<file path="src/rtl/tpu_pac_ras_pkg.sv">
// Shared types and defaults for the TPU program-address controller with
// return-address stack.
package tpu_pac_ras_pkg;

    localparam int PAC_ADDR_W_DEF    = 16;
    localparam int PAC_RAS_DEPTH_DEF = 8;

    typedef logic [PAC_ADDR_W_DEF-1:0] pac_addr_t;

    typedef enum logic [1:0] {
        PAC_IDLE = 2'd0,
        PAC_RUN  = 2'd1,
        PAC_WAIT = 2'd2
    } pac_state_t;

endpackage

</file>
<file path="src/rtl/tpu_pac_ras_stack.sv">
// Return-address LIFO with push/pop/flush and occupancy tracking.
// TPU_PAC_RAS_PROTECT_EN: when defined, a push into a full stack is dropped;
// otherwise it overwrites the oldest entry.
module tpu_pac_ras_stack
    import tpu_pac_ras_pkg::*;
#(
    parameter int ADDR_W    = PAC_ADDR_W_DEF,
    parameter int RAS_DEPTH = PAC_RAS_DEPTH_DEF
) (
    input  logic                       clock,
    input  logic                       reset,
    input  logic                       i_push,
    input  logic                       i_pop,
    input  logic                       i_flush,
    input  logic [ADDR_W-1:0]          i_data,
    output logic [ADDR_W-1:0]          o_top,
    output logic [$clog2(RAS_DEPTH):0] o_depth,
    output logic                       o_empty,
    output logic                       o_overflow,
    output logic                       o_underflow
);

    localparam int PTR_W = $clog2(RAS_DEPTH);
    localparam int DEP_W = PTR_W + 1;

    logic [ADDR_W-1:0] r_mem [RAS_DEPTH];
    logic [PTR_W-1:0]  r_sp;
    logic [DEP_W-1:0]  r_depth;
    logic              w_full;
    logic              w_wr;

    // Status flags and write qualification.
    always_comb begin
        w_full      = (r_depth == DEP_W'(RAS_DEPTH));
        o_empty     = (r_depth == {DEP_W{1'b0}});
        o_overflow  = i_push & ~i_flush & w_full;
        o_underflow = i_pop & ~i_flush & o_empty;
        o_top       = r_mem[r_sp - PTR_W'(1)];
        o_depth     = r_depth;
`ifdef TPU_PAC_RAS_PROTECT_EN
        w_wr        = i_push & ~i_flush & ~w_full;
`else
        w_wr        = i_push & ~i_flush;
`endif
    end

    // Entry storage; contents are don't-care after reset.
    always_ff @(posedge clock) begin
        if (w_wr) begin
            r_mem[r_sp] <= i_data;
        end
    end

    // Pointer wraps on overwrite, so depth saturates while sp keeps moving.
    always_ff @(posedge clock) begin
        if (reset || i_flush) begin
            r_sp    <= {PTR_W{1'b0}};
            r_depth <= {DEP_W{1'b0}};
        end else if (w_wr) begin
            r_sp <= r_sp + PTR_W'(1);
            if (!w_full) begin
                r_depth <= r_depth + DEP_W'(1);
            end
        end else if (i_pop && !o_empty) begin
            r_sp    <= r_sp - PTR_W'(1);
            r_depth <= r_depth - DEP_W'(1);
        end
    end

endmodule

</file>
<file path="src/rtl/tpu_pac_ras.sv">
// Program-address controller: PC sequencing, jump/call/return via RAS and
// condition-wait branches. Overflow handling selected by TPU_PAC_RAS_PROTECT_EN.
module tpu_pac_ras
    import tpu_pac_ras_pkg::*;
#(
    parameter int ADDR_W    = PAC_ADDR_W_DEF,
    parameter int TIMING_W  = 6,
    parameter int NUM_COND  = 4,
    parameter int RAS_DEPTH = PAC_RAS_DEPTH_DEF
) (
    input  logic                        clock,
    input  logic                        reset,
    input  logic                        I_Req_St,
    input  logic                        I_Req,
    input  logic                        I_Stall,
    input  logic [$clog2(NUM_COND)-1:0] I_Sel_Cond,
    input  logic [NUM_COND-1:0]         I_CondValid,
    input  logic [NUM_COND-1:0]         I_Cond,
    input  logic                        I_Jump,
    input  logic                        I_Branch,
    input  logic                        I_Call,
    input  logic                        I_Return,
    input  logic [TIMING_W-1:0]         I_Timing_MY,
    input  logic [TIMING_W-1:0]         I_Timing_WB,
    input  logic [ADDR_W-1:0]           I_Src,
    output logic                        O_IFetch,
    output logic [ADDR_W-1:0]           O_Address,
    output logic                        O_StallReq,
    output logic [$clog2(RAS_DEPTH):0]  O_RAS_Depth,
    output logic                        O_Err
);

    localparam int SEL_W = $clog2(NUM_COND);

    pac_state_t          r_state, w_next_state;
    logic [ADDR_W-1:0]   r_pc, w_pc_next, w_pc_inc, w_ras_top;
    logic [ADDR_W-1:0]   r_wait_off;
    logic [SEL_W-1:0]    r_wait_sel;
    logic [TIMING_W-1:0] w_wb_inc;
    logic                r_ifetch, r_stall, r_err;
    logic                w_ifetch_next, w_req, w_timing_ok, w_latch;
    logic                w_sel_valid, w_sel_cond, w_wait_valid, w_wait_cond;
    logic                w_push, w_pop, w_flush, w_ras_empty, w_ovf, w_unf;

    // Request qualification, timing check and condition channel selection.
    always_comb begin
        w_req        = I_Req & ~I_Stall;
        w_pc_inc     = r_pc + ADDR_W'(1);
        w_wb_inc     = I_Timing_WB + TIMING_W'(1);
        w_timing_ok  = (I_Timing_MY == w_wb_inc);
        w_sel_valid  = 1'b0;
        w_sel_cond   = 1'b0;
        w_wait_valid = 1'b0;
        w_wait_cond  = 1'b0;
        if (int'(I_Sel_Cond) < NUM_COND) begin
            w_sel_valid = I_CondValid[I_Sel_Cond];
            w_sel_cond  = I_Cond[I_Sel_Cond];
        end else begin
            w_sel_valid = 1'b0;
            w_sel_cond  = 1'b0;
        end
        if (int'(r_wait_sel) < NUM_COND) begin
            w_wait_valid = I_CondValid[r_wait_sel];
            w_wait_cond  = I_Cond[r_wait_sel];
        end else begin
            w_wait_valid = 1'b0;
            w_wait_cond  = 1'b0;
        end
    end

    // Next state, next PC and stack control; flags resolve in priority order.
    always_comb begin
        w_next_state  = r_state;
        w_pc_next     = r_pc;
        w_ifetch_next = 1'b0;
        w_push        = 1'b0;
        w_pop         = 1'b0;
        w_flush       = 1'b0;
        w_latch       = 1'b0;
        if (I_Req_St) begin
            w_next_state = PAC_IDLE;
            w_pc_next    = {ADDR_W{1'b0}};
            w_flush      = 1'b1;
        end else begin
            case (r_state)
                PAC_IDLE, PAC_RUN: begin
                    if (w_req) begin
                        w_next_state  = PAC_RUN;
                        w_ifetch_next = 1'b1;
                        if (I_Jump) begin
                            w_pc_next = I_Src;
                        end else if (I_Call) begin
                            w_pc_next = I_Src;
                            w_push    = 1'b1;
                        end else if (I_Return) begin
                            w_pop     = 1'b1;
                            w_pc_next = w_ras_empty ? w_pc_inc : w_ras_top;
                        end else if (I_Branch && w_timing_ok) begin
                            if (w_sel_valid) begin
                                w_pc_next = w_sel_cond ? (r_pc + I_Src) : w_pc_inc;
                            end else begin
                                w_next_state  = PAC_WAIT;
                                w_latch       = 1'b1;
                                w_ifetch_next = 1'b0;
                            end
                        end else begin
                            w_pc_next = w_pc_inc;
                        end
                    end else begin
                        w_next_state = r_state;
                    end
                end
                PAC_WAIT: begin
                    if (w_wait_valid) begin
                        w_next_state = PAC_RUN;
                        w_pc_next    = w_wait_cond ? (r_pc + r_wait_off) : w_pc_inc;
                    end else begin
                        w_next_state = PAC_WAIT;
                    end
                end
                default: begin
                    w_next_state = PAC_IDLE;
                    w_pc_next    = {ADDR_W{1'b0}};
                end
            endcase
        end
    end

    // State, PC and registered outputs.
    always_ff @(posedge clock) begin
        if (reset) begin
            r_state    <= PAC_IDLE;
            r_pc       <= {ADDR_W{1'b0}};
            r_ifetch   <= 1'b0;
            r_stall    <= 1'b0;
            r_err      <= 1'b0;
            r_wait_sel <= {SEL_W{1'b0}};
            r_wait_off <= {ADDR_W{1'b0}};
        end else begin
            r_state  <= w_next_state;
            r_pc     <= w_pc_next;
            r_ifetch <= w_ifetch_next;
            r_stall  <= (w_next_state == PAC_WAIT);
            r_err    <= r_err | w_ovf | w_unf;
            if (w_latch) begin
                r_wait_sel <= I_Sel_Cond;
                r_wait_off <= I_Src;
            end
        end
    end

    tpu_pac_ras_stack #(
        .ADDR_W    (ADDR_W),
        .RAS_DEPTH (RAS_DEPTH)
    ) u_stack (
        .clock       (clock),
        .reset       (reset),
        .i_push      (w_push),
        .i_pop       (w_pop),
        .i_flush     (w_flush),
        .i_data      (w_pc_inc),
        .o_top       (w_ras_top),
        .o_depth     (O_RAS_Depth),
        .o_empty     (w_ras_empty),
        .o_overflow  (w_ovf),
        .o_underflow (w_unf)
    );

    assign O_IFetch   = r_ifetch;
    assign O_Address  = r_pc;
    assign O_StallReq = r_stall;
    assign O_Err      = r_err;

endmodule

</file>
<file path="config.mk">
export PLATFORM = sky130hd
export DESIGN_NAME = tpu_pac_ras
export DESIGN_NICKNAME = d
export VERILOG_FILES = /design/src/rtl/tpu_pac_ras_pkg.sv /design/src/rtl/tpu_pac_ras_stack.sv /design/src/rtl/tpu_pac_ras.sv
export SDC_FILE = /design/constraint.sdc
export NUM_CORES = 1
export LEC_CHECK = 0
export BUFFER_PORTS_ARGS = -buffer_cell sky130_fd_sc_hd__buf_2
export CORE_UTILIZATION = 35
export CTS_CLUSTER_DIAMETER = 60
export DETAILED_ROUTE_END_ITERATION = 10
export PLACE_DENSITY = 0.62
export SLEW_MARGIN = 10
export SYNTH_ARGS = -nofsm -noshare
export SYNTH_HDL_FRONTEND = slang
export SYNTH_SLANG_ARGS = --single-unit
export TNS_END_PERCENT = 5
</file>
<file path="constraint.sdc">
create_clock -name clock -period 3.6 [get_ports clock]
set_clock_uncertainty 0.2 [all_clocks]
set_input_delay 0.54 -clock clock [delete_from_list [all_inputs] [get_ports clock]]
set_output_delay 0.54 -clock clock [all_outputs]
set_load 0.03 [all_outputs]
</file>
---- Word-level counts from Yosys, hierarchy flattened ----
Memory sizes are Yosys's and may differ from the RTL's.
Index checks and enable logic that the tools add are counted.
storage, ports and cells
  flip-flop bits (word level) ............. 46
  bits in latches ......................... 0
  memory bits (writable) .................. 128
  bits in read-only memories .............. 0
  bits of input ports ..................... 47
  output and inout bits ................... 23
  logic and storage cells ................. 112
  memories ................................ 1
cells by class
  add/sub/neg operators ................... 8
  $mul .................................... 0
  div/mod/pow operators ................... 0
  order comparisons ....................... 2
  equal/unequal tests ..................... 9
  shift operators ......................... 0
  muxes and demuxes ....................... 60
  bitwise operators ....................... 11
  reductions and logical operators ........ 12
memories
  memory         depth  bits a word  read ports  clocked after Yosys merged registers in  wr ports  RTL line                 RTL
  u_stack.r_mem  8      16           1           0                                        1         tpu_pac_ras_stack.sv:26  logic [ADDR_W-1:0] r_mem [RAS_DEPTH];
operator list
  operator                                                               count
  16-bit two-way mux                                                     10
  16-bit adder                                                           2
  16-bit case mux with 2 select lines                                    1
  1-bit two-way mux                                                      31
  16-bit by 1-bit adder with 16-bit output (second input constant)       1
  2-bit two-way mux                                                      8
  4-bit two-way mux                                                      3
  1-bit binary-select mux with 2-bit select                              4
  6-bit by 1-bit adder with 6-bit output (second input constant)         1
  6-bit == test                                                          1
  2-bit by 3-bit < comparator with 1-bit output (second input constant)  2
  3-bit two-way mux                                                      2
  2-bit != test (second input constant)                                  3
  6-bit != test (second input constant)                                  1
  1-bit bitwise AND                                                      5
  4-bit by 1-bit adder with 4-bit output (second input constant)         1
  2-bit == test (second input constant)                                  2
  4-bit == test (second input constant)                                  1
  4-bit zero test                                                        1
  1-bit inverter                                                         4
  2-bit case mux with 2 select lines                                     1
  2-bit OR reduction                                                     2
  4-bit OR reduction                                                     1
  4-bit by 1-bit subtractor with 4-bit output (second input constant)    1
  other kinds (11)                                                       13

---- Longest topological paths before layout ----
  depth in word-level cells ............... 11
  depth in mapped cells ................... 14
  mapped depth without buffers ............ 11

---- Cells and area by module ----
A second synthesis with hierarchy kept.
unflattened totals
  cell total of the unflattened synthesis .. 823
  area total of the unflattened synthesis .. 9814.4 um^2
by module, submodules not included
  module             instances  cells an instance  area each (um^2)  sequential area each (um^2)
  tpu_pac_ras_stack  1          257                5413.9            3983.8
  tpu_pac_ras        1          566                4400.5            780.7

---- Worst setup path before layout ----
Ideal clock, no wire load.
  path type ............................... in2reg
  start ................................... in I_Req_St
  end ..................................... mem u_stack.r_mem[0][0] (netlist bit), enable pin
  library setup time ...................... 430 ps
  arrival ................................. 3174 ps
  required time ........................... 2970 ps
  setup slack ............................. -204 ps
  cell stages on the path ................. 6
  buffers on the path ..................... 1
  cells stage by stage .................... or4b_1 -> nor2_1 -> and2_1 -> buf_2 -> inv_1 -> nor4_1
between the ends
  longest elaborated chain between the ends .. 5
  elaborated cells on any way between the ends .. 6
  classes of those cells .................. 4 x mux; 2 x bitwise
RTL lines
  what                                       RTL line                 RTL
  start: declaration                         tpu_pac_ras.sv:13        input logic I_Req_St,
  1-bit two-way mux                          tpu_pac_ras.sv:80        if (I_Req_St) begin
  1-bit inverter                             tpu_pac_ras_stack.sv:43  w_wr = i_push & ~i_flush;
  1-bit bitwise AND *                        tpu_pac_ras_stack.sv:43
  1-bit two-way mux *                        tpu_pac_ras_stack.sv:49  if (w_wr) begin
  1-bit two-way mux (implied by the code) *  tpu_pac_ras_stack.sv:50  r_mem[r_sp] <= i_data;
  end: declaration                           tpu_pac_ras_stack.sv:26
Mark *: on every way between the ends. The rest lies on a longest branch, timed or not.

---- Worst setup path in the final report ----
  start ................................... reg r_pc[0], in the netlist O_Address[0]
  end ..................................... reg r_pc[14], in the netlist O_Address[14]
between the ends
  longest elaborated chain between the ends .. 9
  elaborated cells on any way between the ends .. 14
  classes of those cells .................. 3 x add/sub; 11 x mux
RTL lines
  what                                                                      RTL line                               RTL
  start: declaration                                                        tpu_pac_ras.sv:36                      logic [ADDR_W-1:0] r_pc, w_pc_next, w_pc_inc, w_ras_top;
  start signal: assignment                                                  tpu_pac_ras.sv:133                     r_pc <= {ADDR_W{1'b0}};
  start signal: assignment                                                  tpu_pac_ras.sv:141                     r_pc <= w_pc_next;
  16-bit by 1-bit adder with 16-bit output or 16-bit adder (tied branches)  tpu_pac_ras.sv:48, tpu_pac_ras.sv:100
  16-bit two-way mux                                                        tpu_pac_ras.sv:100                     w_pc_next = w_sel_cond ? (r_pc + I_Src) : w_pc_inc;
  16-bit two-way mux                                                        tpu_pac_ras.sv:99                      if (w_sel_valid) begin
  16-bit two-way mux                                                        tpu_pac_ras.sv:98                      end else if (I_Branch && w_timing_ok) begin
  16-bit two-way mux                                                        tpu_pac_ras.sv:95                      end else if (I_Return) begin
  16-bit two-way mux                                                        tpu_pac_ras.sv:92                      end else if (I_Call) begin
  16-bit two-way mux                                                        tpu_pac_ras.sv:90                      if (I_Jump) begin
  16-bit two-way mux                                                        tpu_pac_ras.sv:87                      if (w_req) begin
  16-bit case mux with 2 select lines *                                     tpu_pac_ras.sv:85                      case (r_state)
Mark *: on every way between the ends. The rest lies on a longest branch, timed or not. The select of a mux whose other input is x is not followed.
A chain may end at the register's enable or synchronous reset.

==> flow_metrics.env <==
export IMPL_status="finished, final reports clean"
export IMPL_max_slew_margin=0.376
export IMPL_critPathTopFamily="compound AO/OA/AOI/OAI gates"
export IMPL_regToRegEndpoint="O_Address[14]"
export IMPL_nets=976
export IMPL_synth_edf_count=128
export IMPL_place_ws_ns=0.324
export IMPL_worstPathMaxFanout=9
export IMPL_dr_first_iter_drc_count=738
export IMPL_die_w_um=167
export IMPL_h_tree_depth=4
export IMPL_num_vias=7054
export IMPL_placement_io_buffers=69
export IMPL_clk_pin_slew_ns=0.08
export IMPL_cp_arrival_ns=3.32
export IMPL_path_cells="ha_1 > fa_1 > a211oi_1 > o21a_1 > nor3_1 > o31ai_1 > o21ai_0 > xor2_1 > a221oi_1 > o22ai_1"
export IMPL_hold_end="r_wait_sel[1]"
export IMPL_synth_warnings=0
export IMPL_syn_cell_area_mm2=0.00949
export IMPL_power_density_mw_per_mm2=398
export IMPL_grt_usage=0.183
export IMPL_overflow=0
export IMPL_synthFlopType="edfxtp_1"
export IMPL_path_buf_inv=0
export IMPL_worst_path_largest_cell_delay_ns=0.43
export IMPL_grt_pass1_wl_um=38800
export IMPL_cts_hold_buf=0
export IMPL_core_area_mm2=0.0264
export IMPL_end_kind="flip-flop"
export IMPL_path_class="reg2reg"
export IMPL_wl_per_cell_um=20.2
export IMPL_final_hold_viol_count=0
export IMPL_holdWs_ns=0.190
export IMPL_antenna_left=0
export IMPL_regToRegSetupSlack_ns=0.39
export IMPL_clock_tree_buffer_depth=2
export IMPL_final_cell_mix="edfxtp_1 (128), nor2_1 (74), buf_2 (69)"
export IMPL_r2r_cells=10
export IMPL_instances_no_fill=1238
export IMPL_row_count=59
export IMPL_layout_commonest_cell="edfxtp_1"
export IMPL_cts_resized=0
export IMPL_worst_slew_pin_slew_ns=0.933
export IMPL_cp_data_required_time_ns=3.71
export IMPL_ios=70
export IMPL_clk_latency_ns=0.43
export IMPL_antenna_diode_count=0
export IMPL_hp_start="I_Sel_Cond[1]"
export IMPL_period_needed_ns=3.21
export IMPL_die_area_mm2=0.0278
export IMPL_leakage_nw=4.26
export IMPL_drt_wl_total_um=25000
export IMPL_post_synth_num_cell_types=72
export IMPL_syn_num_nets=889
export IMPL_async_flop_share=0
export IMPL_r2r_start="O_Address[0]"
export IMPL_final_util=0.418
export IMPL_setup_viol=0
export IMPL_cts_sinks=174
export IMPL_drive_gt1_frac=0.215
export IMPL_grt_pass1_vias=6723
export IMPL_setup_ws_ns=0.386
export IMPL_worstSetupStartpointType="flip-flop"
export IMPL_peakVddDrop_mv=0.331
export IMPL_drc=0
export IMPL_fin_tns_setup_ns=0
export IMPL_rsz0062_at_grt="no"
export IMPL_ys_seq_area_frac=0.502
export IMPL_clock_fmax_ghz=0.311
export IMPL_clockRootBuffer="clkbuf_16"
export IMPL_cts_buffers_inserted=17
export IMPL_initial_core_util=0.360
export IMPL_grt_max_degree=38
export IMPL_critPathSlowestCell="fa_1"
export IMPL_antenna_found_initial=0
export IMPL_drv_cap=0
export IMPL_vias_per_cell=5.70
export IMPL_placedCellCount=1206
export IMPL_dp_hpwl_um=17800
export IMPL_min_period_over_period=0.893
export IMPL_postSynthAreaPerCell_um2=11.8
export IMPL_area_growth_pct=16.1
export IMPL_hold_path_class="in2reg"
export IMPL_crit_path_start="O_Address[0]"
export IMPL_syn_inst=803
export IMPL_die_y_um=167
export IMPL_firstDrtPassIters=5
export IMPL_cts_tree="yes"
export IMPL_min_path_cells=3
export IMPL_synth_seq_cells=174
export IMPL_place_congestion=0.901
export IMPL_postCtsSetupRepairBufs=0
export IMPL_slew_violations=0
[worst register-to-register path: cells and delay by family (launching register included)]
| kind | cells | cell delay [ns] |
|---|---|---|
| flops | 1 | 0.42 |
| simple gates | 1 | 0.12 |
| fa+ha+maj | 2 | 0.72 |
| compound gates | 6 | 1.46 |
| xor+xnor | 1 | 0.16 |
[synthesized netlist by cell type (9+ instances only)]
cell,n,area share
mux4_2,36,0.085
ha_1,36,0.047
nand2_1,44,0.017
mux2i_1,38,0.040
dfxtp_1,46,0.097
nor3_1,25,0.013
inv_1,19,0.0075
buf_2,11,0.0058
nor2b_1,10,0.0066
xnor2_1,23,0.021
nor2_1,74,0.029
a21oi_1,51,0.027
xor2_1,22,0.020
nand3_1,22,0.012
a21o_1,11,0.0087
edfxtp_1,128,0.40
o21ai_0,25,0.013
o22ai_1,9,0.0059
a211oi_1,16,0.013
o21ai_1,12,0.0063
clkbuf_1,21,0.0083
[flip-flops by register name, indices dropped and copies added (netlist names)]
name,count
O_Err,1
u_stack.r_mem,128
O_StallReq,1
r_wait_off,16
u_stack.o_depth,4
O_IFetch,1
u_stack.r_sp,3
O_Address,16
r_wait_sel,2
r_state,2
[cell families (layout without fill, tap and decap cells)]
kind of cell	after synthesis	in the layout	share of synthesized area
xor gates and xnor gates	46	46	0.0432
AOI/OAI and AO/OA	189	189	0.133
adders and majority gates	39	39	0.0538
buffers and inverters	56	156	0.0256
and+or+nand+nor	222	222	0.113
DFF	174	174	0.502
muxes	77	77	0.129
[how the worst max path moves through the flow]
stage	to	cells past startpoint
6_report	O_Address[14]	10
5_1_grt	O_Address[14]	10
4_1_cts	O_Address[14]	10
3_5_place_dp	u_stack.o_depth[3]	11
3_3_place_gp	u_stack.o_depth[3]	11
2_1_floorplan	u_stack.r_mem[4][0]	6
[layout make-up]
class | instances | area (um^2)
repair buffers | 105 | 628
clock inverters | 15 | 186
fillers | 2457 | 15300
multi-input cells | 573 | 4530
flip-flops and latches | 174 | 4770
clock buffers | 17 | 425
inverters | 19 | 71.3
well taps | 335 | 419
[metrics by stage]
stage	power, W	instance area (um^2)
after global placement	0.00252	10400
final	0.00439	11000
after floorplan	0.00241	9500
after global routing	0.00452	11000
after detailed placement	0.00253	10400
after CTS	0.00441	11000
[layer usage]
layer | vias to the layer above | GRT usage | share of wire
met5 | - | 0 | 0
met4 | 0 | 0.0471 | 0.018
met3 | 32 | 0.0340 | 0.062
met2 | 237 | 0.287 | 0.46
met1 | 3507 | 0.259 | 0.46
li1 | 3278 | - | -
[power breakdown]
part,switching (W),internal (W)
clock,0.000900,0.00101
sequential,0.0000152,0.00214
combinational,0.000198,0.000127
Note: power is estimated with default switching activity, not from simulation.
